$ cat src/rtl/div_unit.sv
`default_nettype none
// ============================================================================
// Module   : div_unit
// Purpose  : 32-bit signed integer divider (MIPS DIV semantics). Restoring
//            division on operand magnitudes, one quotient bit per clock,
//            signs applied on write-back. The quotient truncates toward
//            zero and the remainder takes the sign of the dividend.
// Ports    : clk      - rising-edge clock for all state
//            reset    - asynchronous active-high reset
//            start    - begin a divide (sampled only in IDLE)
//            a_in     - signed dividend
//            b_in     - signed divisor
//            hi       - registered remainder
//            lo       - registered quotient
//            busy     - high whenever the FSM is not IDLE
//            done     - one-cycle pulse: result or exception available
//            div_zero - one-cycle pulse with done when the divisor was zero
// Revision : 1.0 - initial release
// ============================================================================
module div_unit (
  input  logic        clk,
  input  logic        reset,
  input  logic        start,
  input  logic [31:0] a_in,
  input  logic [31:0] b_in,
  output logic [31:0] hi,
  output logic [31:0] lo,
  output logic        busy,
  output logic        done,
  output logic        div_zero
);

  localparam logic [5:0] C_STEPS = 6'd32;

  typedef enum logic [1:0] {
    S_IDLE = 2'd0,
    S_RUN  = 2'd1,
    S_DONE = 2'd2
  } state_t;

  state_t      r_state;
  logic [32:0] r_rem;     // partial remainder
  logic [31:0] r_quo;     // dividend magnitude shifting out, quotient in
  logic [31:0] r_dvsr;    // divisor magnitude
  logic [5:0]  r_cnt;
  logic        r_q_sign;
  logic        r_r_sign;

  logic [31:0] w_abs_a;
  logic [31:0] w_abs_b;
  logic [33:0] w_shift;
  logic [33:0] w_diff;

  // Magnitudes are taken as unsigned 32-bit values, so |0x80000000| is
  // represented exactly as 0x80000000.
  assign w_abs_a = a_in[31] ? (32'd0 - a_in) : a_in;
  assign w_abs_b = b_in[31] ? (32'd0 - b_in) : b_in;

  // One restoring step: shift the next dividend bit into the remainder and
  // trial-subtract the divisor; the MSB of the difference is its sign.
  assign w_shift = {r_rem, r_quo[31]};
  assign w_diff  = w_shift - {2'b00, r_dvsr};

  assign busy = (r_state != S_IDLE);

  always_ff @(posedge clk or posedge reset) begin
    if (reset) begin
      r_state  <= S_IDLE;
      r_rem    <= 33'd0;
      r_quo    <= 32'd0;
      r_dvsr   <= 32'd0;
      r_cnt    <= 6'd0;
      r_q_sign <= 1'b0;
      r_r_sign <= 1'b0;
      hi       <= 32'd0;
      lo       <= 32'd0;
      done     <= 1'b0;
      div_zero <= 1'b0;
    end else begin
      done     <= 1'b0;
      div_zero <= 1'b0;
      case (r_state)
        S_IDLE: begin
          if (start) begin
            if (b_in == 32'd0) begin
              // Exception path: hi/lo keep their previous contents.
              done     <= 1'b1;
              div_zero <= 1'b1;
              r_state  <= S_DONE;
            end else begin
              r_quo    <= w_abs_a;
              r_dvsr   <= w_abs_b;
              r_r_sign <= a_in[31];
              r_q_sign <= a_in[31] ^ b_in[31];
              r_rem    <= 33'd0;
              r_cnt    <= 6'd0;
              r_state  <= S_RUN;
            end
          end
        end

        S_RUN: begin
          if (r_cnt == C_STEPS) begin
            lo      <= r_q_sign ? (32'd0 - r_quo) : r_quo;
            hi      <= r_r_sign ? (32'd0 - r_rem[31:0]) : r_rem[31:0];
            done    <= 1'b1;
            r_state <= S_DONE;
          end else begin
            if (!w_diff[33]) begin
              r_rem <= w_diff[32:0];
              r_quo <= {r_quo[30:0], 1'b1};
            end else begin
              r_rem <= w_shift[32:0];
              r_quo <= {r_quo[30:0], 1'b0};
            end
            r_cnt <= r_cnt + 6'd1;
          end
        end

        S_DONE: begin
          r_state <= S_IDLE;
        end

        default: begin
          r_state <= S_IDLE;
        end
      endcase
    end
  end

endmodule
`default_nettype wire
$ cat config.mk
export PLATFORM = sky130hd
export DESIGN_NAME = div_unit
export DESIGN_NICKNAME = d
export VERILOG_FILES = /design/src/rtl/div_unit.sv
export SDC_FILE = /design/constraint.sdc
export NUM_CORES = 1
export LEC_CHECK = 0
export BUFFER_PORTS_ARGS = -buffer_cell sky130_fd_sc_hd__buf_2
export CAP_MARGIN = 40
export CORE_MARGIN = 8
export CORE_UTILIZATION = 55
export CTS_BUF_LIST = sky130_fd_sc_hd__clkbuf_8
export CTS_CLUSTER_SIZE = 10
export DETAILED_ROUTE_END_ITERATION = 16
export PLACE_DENSITY = 0.79
export SLEW_MARGIN = 20
export SYNTH_ARGS = -nofsm -noshare
export SYNTH_HDL_FRONTEND = slang
export SYNTH_SLANG_ARGS = --single-unit
$ cat constraint.sdc
create_clock -name clk -period 5.6 [get_ports clk]
set_clock_uncertainty 0.2 [all_clocks]
set_input_delay 1.12 -clock clk [delete_from_list [all_inputs] [get_ports clk]]
set_output_delay 1.12 -clock clk [all_outputs]
set_load 0.1 [all_outputs]
== Word level (Yosys, flattened, before mapping) ==
Index checks and enable logic that the tools add are counted.
Storage, ports and cells
  bits of input ports: 67
  bits in registers: 173
Operators by class
  reduce and logical (&&, ||, !) cells: 8
  add/subtract/negate cells: 6
  bitwise operators: 2
  eq/ne operators: 6
  muxes and demuxes: 27
Operators with widths (count)
  32-bit 2-to-1 mux: 7
  33-bit 2-to-1 mux: 4
  1-bit by 32-bit subtractor with 32-bit output (first input constant): 4
  33-bit one-hot mux with 2 select lines: 1
  32-bit one-hot mux with 2 select lines: 1
  34-bit by 32-bit subtractor with 34-bit output: 1
  32-bit zero test: 1
  6-bit 2-to-1 mux: 3
  6-bit one-hot mux with 2 select lines: 1
  2-bit inequality test (second input constant): 4
  6-bit by 1-bit adder with 6-bit output (second input constant): 1
  6-bit equality test (second input constant): 1
  2-bit 2-to-1 mux: 3
  1-bit 2-to-1 mux: 5
  2-bit one-hot mux with 2 select lines: 1
  2-bit AND reduction: 2
  4-bit AND reduction: 1
  2-bit nonzero test: 2
  3-bit AND reduction: 1
  2-bit by 1-bit equality test with 1-bit output (second input constant): 1
  2-bit zero test: 1
  1-bit one-hot mux with 2 select lines: 1
  1-bit NOT: 1
  1-bit XOR: 1

== Depth between registers and ports, before layout ==
Gate-level depths: netlist (run 1).
  word-level depth: 5
  mapped depth: 15
  mapped depth without buffers: 14

== Worst setup path after synthesis (run 1) ==
OpenSTA, ideal clock, no wires.
  kind: input to register
  start point: input port a_in[10]
  end point: register r_quo[28]
  required time: 5.306 ns
  cell stages on the path: 9
  arrival time: 3.606 ns
  setup slack: 1.700 ns
  setup time: 0.094 ns
  path through: or4_4 > or3_4 > or4_4 > nor3_4 > nand2_1 > or3_4 > o31ai_1 > xor2_1 > a211oi_1
On the way
  cells in the longest elaborated chain, start to end: 5
Ends and longest elaborated chain
  start: declaration: RTL line 24  | input logic [31:0] a_in,
  1-bit by 32-bit subtractor with 32-bit output: RTL line 56  | assign w_abs_a = a_in[31] ? (32'd0 - a_in) : a_in;
  32-bit 2-to-1 mux: RTL line 56
  32-bit 2-to-1 mux: RTL line 85  | if (b_in == 32'd0) begin
  32-bit 2-to-1 mux: RTL line 84  | if (start) begin
  32-bit one-hot mux with 2 select lines: RTL line 82  | case (r_state)
  end signal: assignment: RTL line 91  | r_quo <= w_abs_a;
  end signal: assignment: RTL line 111  | r_quo <= {r_quo[30:0], 1'b1};
  end signal: assignment: RTL line 114  | r_quo <= {r_quo[30:0], 1'b0};
  end: declaration: RTL line 43  | logic [31:0] r_quo;
Every way passes these cells. The select of a mux whose other input is x is not followed.
A chain may end at the register's enable or synchronous reset.

== Final worst setup path (run 1) ==
  start point: input port b_in[12]
  end point: register r_quo[31]
On the way
  cells in the longest elaborated chain, start to end: 3
Ends and longest elaborated chain
  start: declaration: RTL line 25  | input logic [31:0] b_in,
  32-bit zero test: RTL line 85
  2-bit inequality test (no line)
  4-bit AND reduction (no line)
Every way passes these cells.

==> summary by stage, run 1 <==
Run status
The flow ran to the end, and the final reports show no timing, DRC or antenna violations.

Logic synthesis
The flip-flop and latch count after synthesis is 173. After synthesis, the mean cell area works out to 8.50 um^2. The net count after synthesis is 1,402. Sorting the synthesized cells by how often they occur yields 228 x nand2_1, 173 x dfrtp_1, 136 x o21ai_1.

The async set-or-reset flop fraction in the synthesized netlist is 1.00. The share of the Yosys chip area taken by registers is 0.393. The yosys synthesis warning count is 0. The synthesized design contains 0 enable-type register cells.

The portion of synthesized area spent on multiplexers is 0.0300. The share of synthesized area in the top cell type comes to 0.393. The synthesized-area fraction occupied by xor and xnor cells is 0.119. After synthesis, the largest family of logic cells by area is compound AO/OA/AOI/OAI gates.

After synthesis, the netlist uses 62 different library cells. Among all flip-flop cells after synthesis, the most frequent one is dfrtp_1. The fraction of the mapped netlist area in adder cells is 0.0450.

By area the synthesized netlist is led by dfrtp_1 39%, xor2_1 9.4%, nand2_1 7.8%. The compound-gate portion of the synthesized area came to 0.198. The area of the mapped netlist is 11,000 um^2. The biggest area consumer among synthesized cells is dfrtp_1.

Synthesis produced a netlist whose cell count is 1,296. The leading cell type by number of instances after synthesis is nand2_1. The fraction of the mapped netlist area in simple logic gates is 0.174.

Layout
0 antenna diodes ended up in the layout. Compared with the post-synthesis result, the final layout area differs by 12.5%. In the final layout, the share of cells above drive strength 1 is 0.145. After the last flow step, the layout net total stands at 1,506.

STA
The shortest clock period the worst path allows after layout is 4.23 ns. The count of pins over their slew limit came to 0. Derived from the worst setup path, the maximum achievable clock frequency is 236 MHz. The relative max-transition margin is 0.385.

The transition time at the pin with the least slew margin is 0.923 ns. Setup repair after global routing left no endpoint under its margin. The final hold violation count is 0.

Setup total negative slack on the finished layout was measured at 0 ns. The period utilization is 0.756. The number of setup violations in the final report is 0.

Floorplanning
The placement row count is 51. From bottom edge to top edge, the die measures 158 um. The effective utilization at floorplan is 0.562. The number of top-level pins is 134. The area of the core region is 19,600 um^2. The die covers 24,800 um^2. The x dimension of the die is 158 um.

Route
The pre-antenna-repair detailed-routing pass consisted of 5 iterations. The post-detailed-route wirelength per cell is 16.5 um. Across all layers, the routed design uses 9,590 vias. The number of nets with antenna violations after detailed routing is 0. The detailed-route wire length is 27.6 mm. The detailed router's first-iteration violation count is 712. The post-detailed-route DRC marker count is 0. In the routed layout, each cell is associated on average with a via count of 5.72.

Clock network
The count of clock tree sinks is 173. The CTS H-tree depth is 4. Buffers inserted during clock tree synthesis total 17. The post-cts gate resize count is 0.

The total of hold buffers inserted after clock tree synthesis is 0. The post-CTS setup-driven buffer insertion count is 0. The TritonCTS clock tree is yes.

The clock reaches the later pin of the worst-skew pair after 0.48 ns. The cell at the root of the clock tree is clkbuf_8. After clock tree synthesis, the clock-pin slew on the worst setup and hold paths is 0.10 ns.

The worst-case clock buffer depth is 2.

GRT
The total global routing overflow is 0. The initial antenna violation count is 0. Entering global routing, the biggest net connects 174 pins. The global-route wire length before repair is 45.2 mm. In the global route stage, overall resource usage came out at 0.225. The number of global-route vias before repair was 9,004.

Setup path
The maximum fanout encountered on the critical timing path is 68. Data on the critical path is required at its endpoint by 5.81 ns. The worst setup path is launched from an input pin. The worst setup path is of the in -> reg kind. The type of destination of the critical path is a register. The worst endpoint data arrival time is 4.45 ns.

Placement
The placed wire-length estimate is 20.8 mm. The weighted congestion reported at the end of routability-driven placement is 0.964. Input and output buffers added on the ports amount to 133.

Run
The number of maximum-capacitance violations is 0.

Min path
The worst hold path belongs to the class reg -> reg.
[critical path: stages]
cell and delay (ns):
buf_2 0.13, or4_1 0.56, or3_1 0.37, nor4_1 0.42, nand4_1 0.32, nor2b_2 0.24, buf_4 0.23, nor2_4 0.46
buf_12 0.33, a211oi_1 0.11, a21oi_2 0.13
[area by class of cell]
type | instances | area, um^2
Multi-Input combinational cell | 1009 | 6260
Sequential cell | 173 | 4330
Tap cell | 265 | 332
Fill cell | 1723 | 7200
Inverter | 51 | 195
Clock inverter | 15 | 168
Timing Repair Buffer | 148 | 863
Clock buffer | 17 | 234
[per-stage QoR]
| step | instances | setup WS [ns] | instance area, um^2 | hold slack, ns | utilization |
|---|---|---|---|---|---|
| floorplan | 1296 | 1.70 | 11000 | 0.256 | - |
| finish | 1678 | 1.37 | 12400 | 0.282 | 0.632 |
| detailed placement | 1644 | 0.902 | 12000 | 0.265 | 0.610 |
| global placement | 1640 | 0.980 | 11900 | 0.255 | 0.606 |
| global route | 1678 | 1.04 | 12400 | 0.312 | 0.632 |
| CTS | 1676 | 1.06 | 12400 | 0.288 | 0.631 |
[metal layers]
metal,GRT usage,vias to the layer above,share of wire
met5,0,-,0
met4,0.0771,0,0.023
met3,0.0335,46,0.060
met2,0.342,325,0.44
met1,0.322,4465,0.48
li1,-,4754,-
[cell families after synthesis]
| group | Yosys count |
|---|---|
| multiplexers | 33 |
| adder cells (fa/ha/maj) | 39 |
| AND/OR/NAND/NOR | 413 |
| XOR/XNOR | 150 |
| flip-flops | 173 |
| AO/OA/AOI/OAI | 374 |
| buffers and inverters | 114 |
[flip-flops by register name (all words and copies together), names as in the netlist]
signal,flops
r_cnt,6
hi,32
r_q_sign,1
r_quo,32
r_rem,33
r_r_sign,1
r_state,2
div_zero,1
r_dvsr,32
done,1
lo,32
[final timing paths]
kind                       startpoint          to  slack, ns  cells past startpoint
hold reg to reg                 lo[0]       lo[0]       0.28                      2
max in group asynchronous       reset  r_dvsr[14]       3.83                      3
setup reg to reg             r_rem[5]   r_rem[11]       1.46                     14
hold / removal                  lo[0]       lo[0]       0.28                      2
min in group asynchronous       reset      hi[21]       0.69                      3
setup / recovery             b_in[12]   r_quo[31]       1.37                     11
[placed cells by master (no fill, tap or decap), types with 11 or more instances in the layout]
cell      Yosys  routed
o31ai_1      40      40
o41ai_1      13      13
inv_1        48      47
o21ai_0      77      77
clkbuf_8      0      17
buf_2         9     133
nor2_1       61      61
nand2b_1     11      11
dfrtp_1     173     173
xnor2_1      32      32
nor3_1       11      11
nand2_1     228     227
or3_1        21      21
or4_1        12      12
nand3_1      17      17
o21ai_1     136     136
xor2_1      118     118
a21oi_1      54      54
mux2i_1      33      33
ha_1         38      38
Power of run 1 is left out: the tool's default activity adds up to more than one toggle a clock period on the data nets, which glitch-free logic cannot reach.
==> run 2, diff against run 1 <==
ABC_AREA = 1   (was unset)
CORE_UTILIZATION = 60   (was 55)
PLACE_DENSITY = 0.81   (was 0.79)
clock period = 4.3 ns   (was 5.6 ns; I/O delays follow)
==> summary by stage, run 2 <==
Setup path
The worst endpoint data arrival time is 3.33 ns. The worst setup path is captured at a register. The type of element launching the critical path is a register. The maximum fanout encountered on the critical timing path is 33. At the worst endpoint, the required time is 4.50 ns. By startpoint and endpoint, the worst setup path is classified as reg -> reg.

Floorplanning
The die area is 27,500 um^2. The area of the core region is 22,400 um^2. The placement row count is 55.

The die height is 166 um. For this configuration, the core starts out at a cell density of 0.602. The x dimension of the die is 166 um. The number of top-level pins is 134.

Layout
The area growth from synthesis to layout is 8.64%. The number of antenna repair diodes is 0. The flip-flop count of the largest register after layout is 33. Of the cells placed in the final design, the portion with a size suffix greater than 1 is 0.104.

In the layout the commonest cells are 635 x nand2_1, 291 x inv_1, 249 x nand3_1. The register containing the most flip-flops in the final layout is r_rem. The layout has 2,102 filler cells.

At the end of the flow, the number of nets in the layout was 2,292. The number of non-filler instances in the completed layout is 2,484. The most common cell after layout, fill and taps aside is nand2_1.

Route
The detailed router placed 13.6k vias in this run. After detailed routing, the number of remaining DRC violations is 0. Summed over all layers, the routed wires come to 39.8 mm.

After detailed routing, the average wire length per cell comes to 16.0 um. Before antenna repair, the detailed router went through 8 iterations. The detailed-route vias per instance is 5.47. The number of nets with antenna violations after detailed routing is 0.

The detailed router's first-iteration violation count is 1,347.

Placement
The count of port buffers added during placement is 133. The congestion estimate from routability-driven global placement came to 0.961. The post-placement cell count is 2,452. Detailed placement finished with a half-perimeter wire length of 31.9 mm.

Logic synthesis
Yosys attributes the largest share of cell area to dfrtp_1 32%, nand2_1 18%, nand3_1 9.3%. The count of flip-flops with a built-in enable after synthesis is 0. nand2_1 is the most common cell in the netlist. The dominant synthesized flop cell is dfrtp_1. The net count after synthesis is 2,203. The synthesized netlist occupies a cell area of 13,500 um^2.

Each instance of the synthesized netlist takes up on average 6.42 um^2. Synthesis produced 2,097 cells. The async set-or-reset flop fraction in the synthesized netlist is 1.00.

Of all cell types, the one taking the most synthesized area is dfrtp_1. Counting distinct cell types in the post-synthesis netlist gives 45. Of the post-synthesis cell area, the dominant cell type holds 0.322. After synthesis the netlist holds a flip-flop and latch count of 173. For this run, the register share of the synthesized area comes to 0.322. Sorting the synthesized cells by how often they occur yields 635 x nand2_1, 293 x inv_1, 249 x nand3_1. The yosys synthesis warning count is 0.

Clock network
TritonCTS created 17 clock buffers. The TritonCTS clock tree is yes. The H-tree was split into 4 levels. Clock-pin slew was measured on the worst setup and hold paths at 0.11 ns. The total of hold buffers inserted after clock tree synthesis is 0. The count of clock tree sinks is 173. Post-CTS repair changed the size of 0 cells. The post-CTS setup-driven buffer insertion count is 0.

The insertion delay of the later-clocked pin in the worst-skew pair is 0.46 ns. The clock passes through at most 2 buffers. The tree is rooted in a clkbuf_8.

Power and ir drop
For this design the ratio of total power to cell area is 918 nW/um^2. The leakage power summed over all cells is 7.86 nW. The peak supply drop is 0.000437 V.

STA
The relative max-transition margin is 0.434. Setup violations remaining at the end of the flow were counted as 0. The final hold violation count is 0. The count of pins over their slew limit is 0. The highest clock frequency the design can meet is 320 MHz. The routed design could run at a clock period as short as 3.13 ns.

For the final routed database, the setup TNS stands at 0 ns. Setup repair after global routing left no endpoint under its margin. In the finished design, the share of the clock period the worst path needs comes to 0.728. Final hold analysis gives a worst-case slack of 0.112 ns.

The transition time at the pin with the least slew margin is 0.848 ns.

GRT
The number of global-route vias before repair came to 12.4k. The total global-route track usage is 0.288. The largest net degree at the start of global routing is 92. The initial antenna violation count is 0. For this run the aggregate overflow at the end of global routing stands at 0. The first global-routing pass estimated 65.1 mm of wire.

Min path
The tightest min-delay check is of the in -> async type.

Run status
The flow ran to the end, and the final reports show no timing, DRC or antenna violations.

Run
Across the run, the number of max-cap violations was 0.
-- run 2: critical path, cell delays in order (launching register included) --
cell and delay (ns):
dfrtp_1 0.55, ha_1 0.44, nand2_1 0.18, inv_1 0.06, nand2_1 0.05, and2_1 0.17, o21ai_1 0.10, nor2_4 0.21
nand3_2 0.56, nand3_1 0.31, nand3_1 0.10, nand2_1 0.09
-- run 2: final timing paths --
path	from	to	slack, ns	depth (start not counted)
setup / recovery	r_rem[26]	r_rem[3]	1.17	11
hold / removal	reset	lo[1]	0.11	2
setup reg to reg	r_rem[26]	r_rem[3]	1.17	11
hold reg to reg	hi[13]	hi[13]	0.28	2
max in group asynchronous	reset	r_dvsr[11]	3.02	3
min in group clk	hi[13]	hi[13]	0.28	2
-- run 2: final cells by class --
cell class | instances | area, um^2 | share of cell area
tap | 285 | 357 | 0.0244
sequential | 173 | 4330 | 0.296
clock inverter | 15 | 146 | 0.0100
timing repair buffer | 146 | 796 | 0.0544
clock buffer | 17 | 234 | 0.0160
inverter | 302 | 1140 | 0.0778
multi-input combinational | 1546 | 7630 | 0.521
-- run 2: kinds of logic (layout without fill, tap and decap cells) --
kind of cell | after synthesis | count (layout) | share of synthesized area
AOI/OAI and AO/OA | 228 | 228 | 0.0926
xor gates and xnor gates | 81 | 81 | 0.0527
adders and majority gates | 39 | 39 | 0.0368
buffers and inverters | 378 | 480 | 0.113
DFF | 173 | 173 | 0.322
and+or+nand+nor | 1198 | 1198 | 0.384
-- run 2: report_power, final --
group / total (mW) / internal [mW] / switching, mW
registers: 3.23 / 2.35 / 0.882
clock network: 1.11 / 0.431 / 0.681
logic: 9.09 / 2.70 / 6.39
-- run 2: routing by layer --
layer	routed length [um]	vias up	global-route usage
met1	19700	6194	0.442
met2	15900	523	0.407
met4	489	0	0.0605
met5	0	-	0
li1	-	6837	-
met3	3660	24	0.0597
-- run 2: through the flow --
stage	area, um^2	util	total power [mW]	worst slack [ns]
global route	14600	0.654	14.7	0.893
floorplan	13500	-	10.1	1.03
finish	14600	0.654	13.4	1.17
CTS	14600	0.654	13.3	1.21
global placement	14200	0.636	12.0	1.06
detailed placement	14200	0.637	12.2	0.984
No activity file was read; power rests on OpenSTA's default activity.
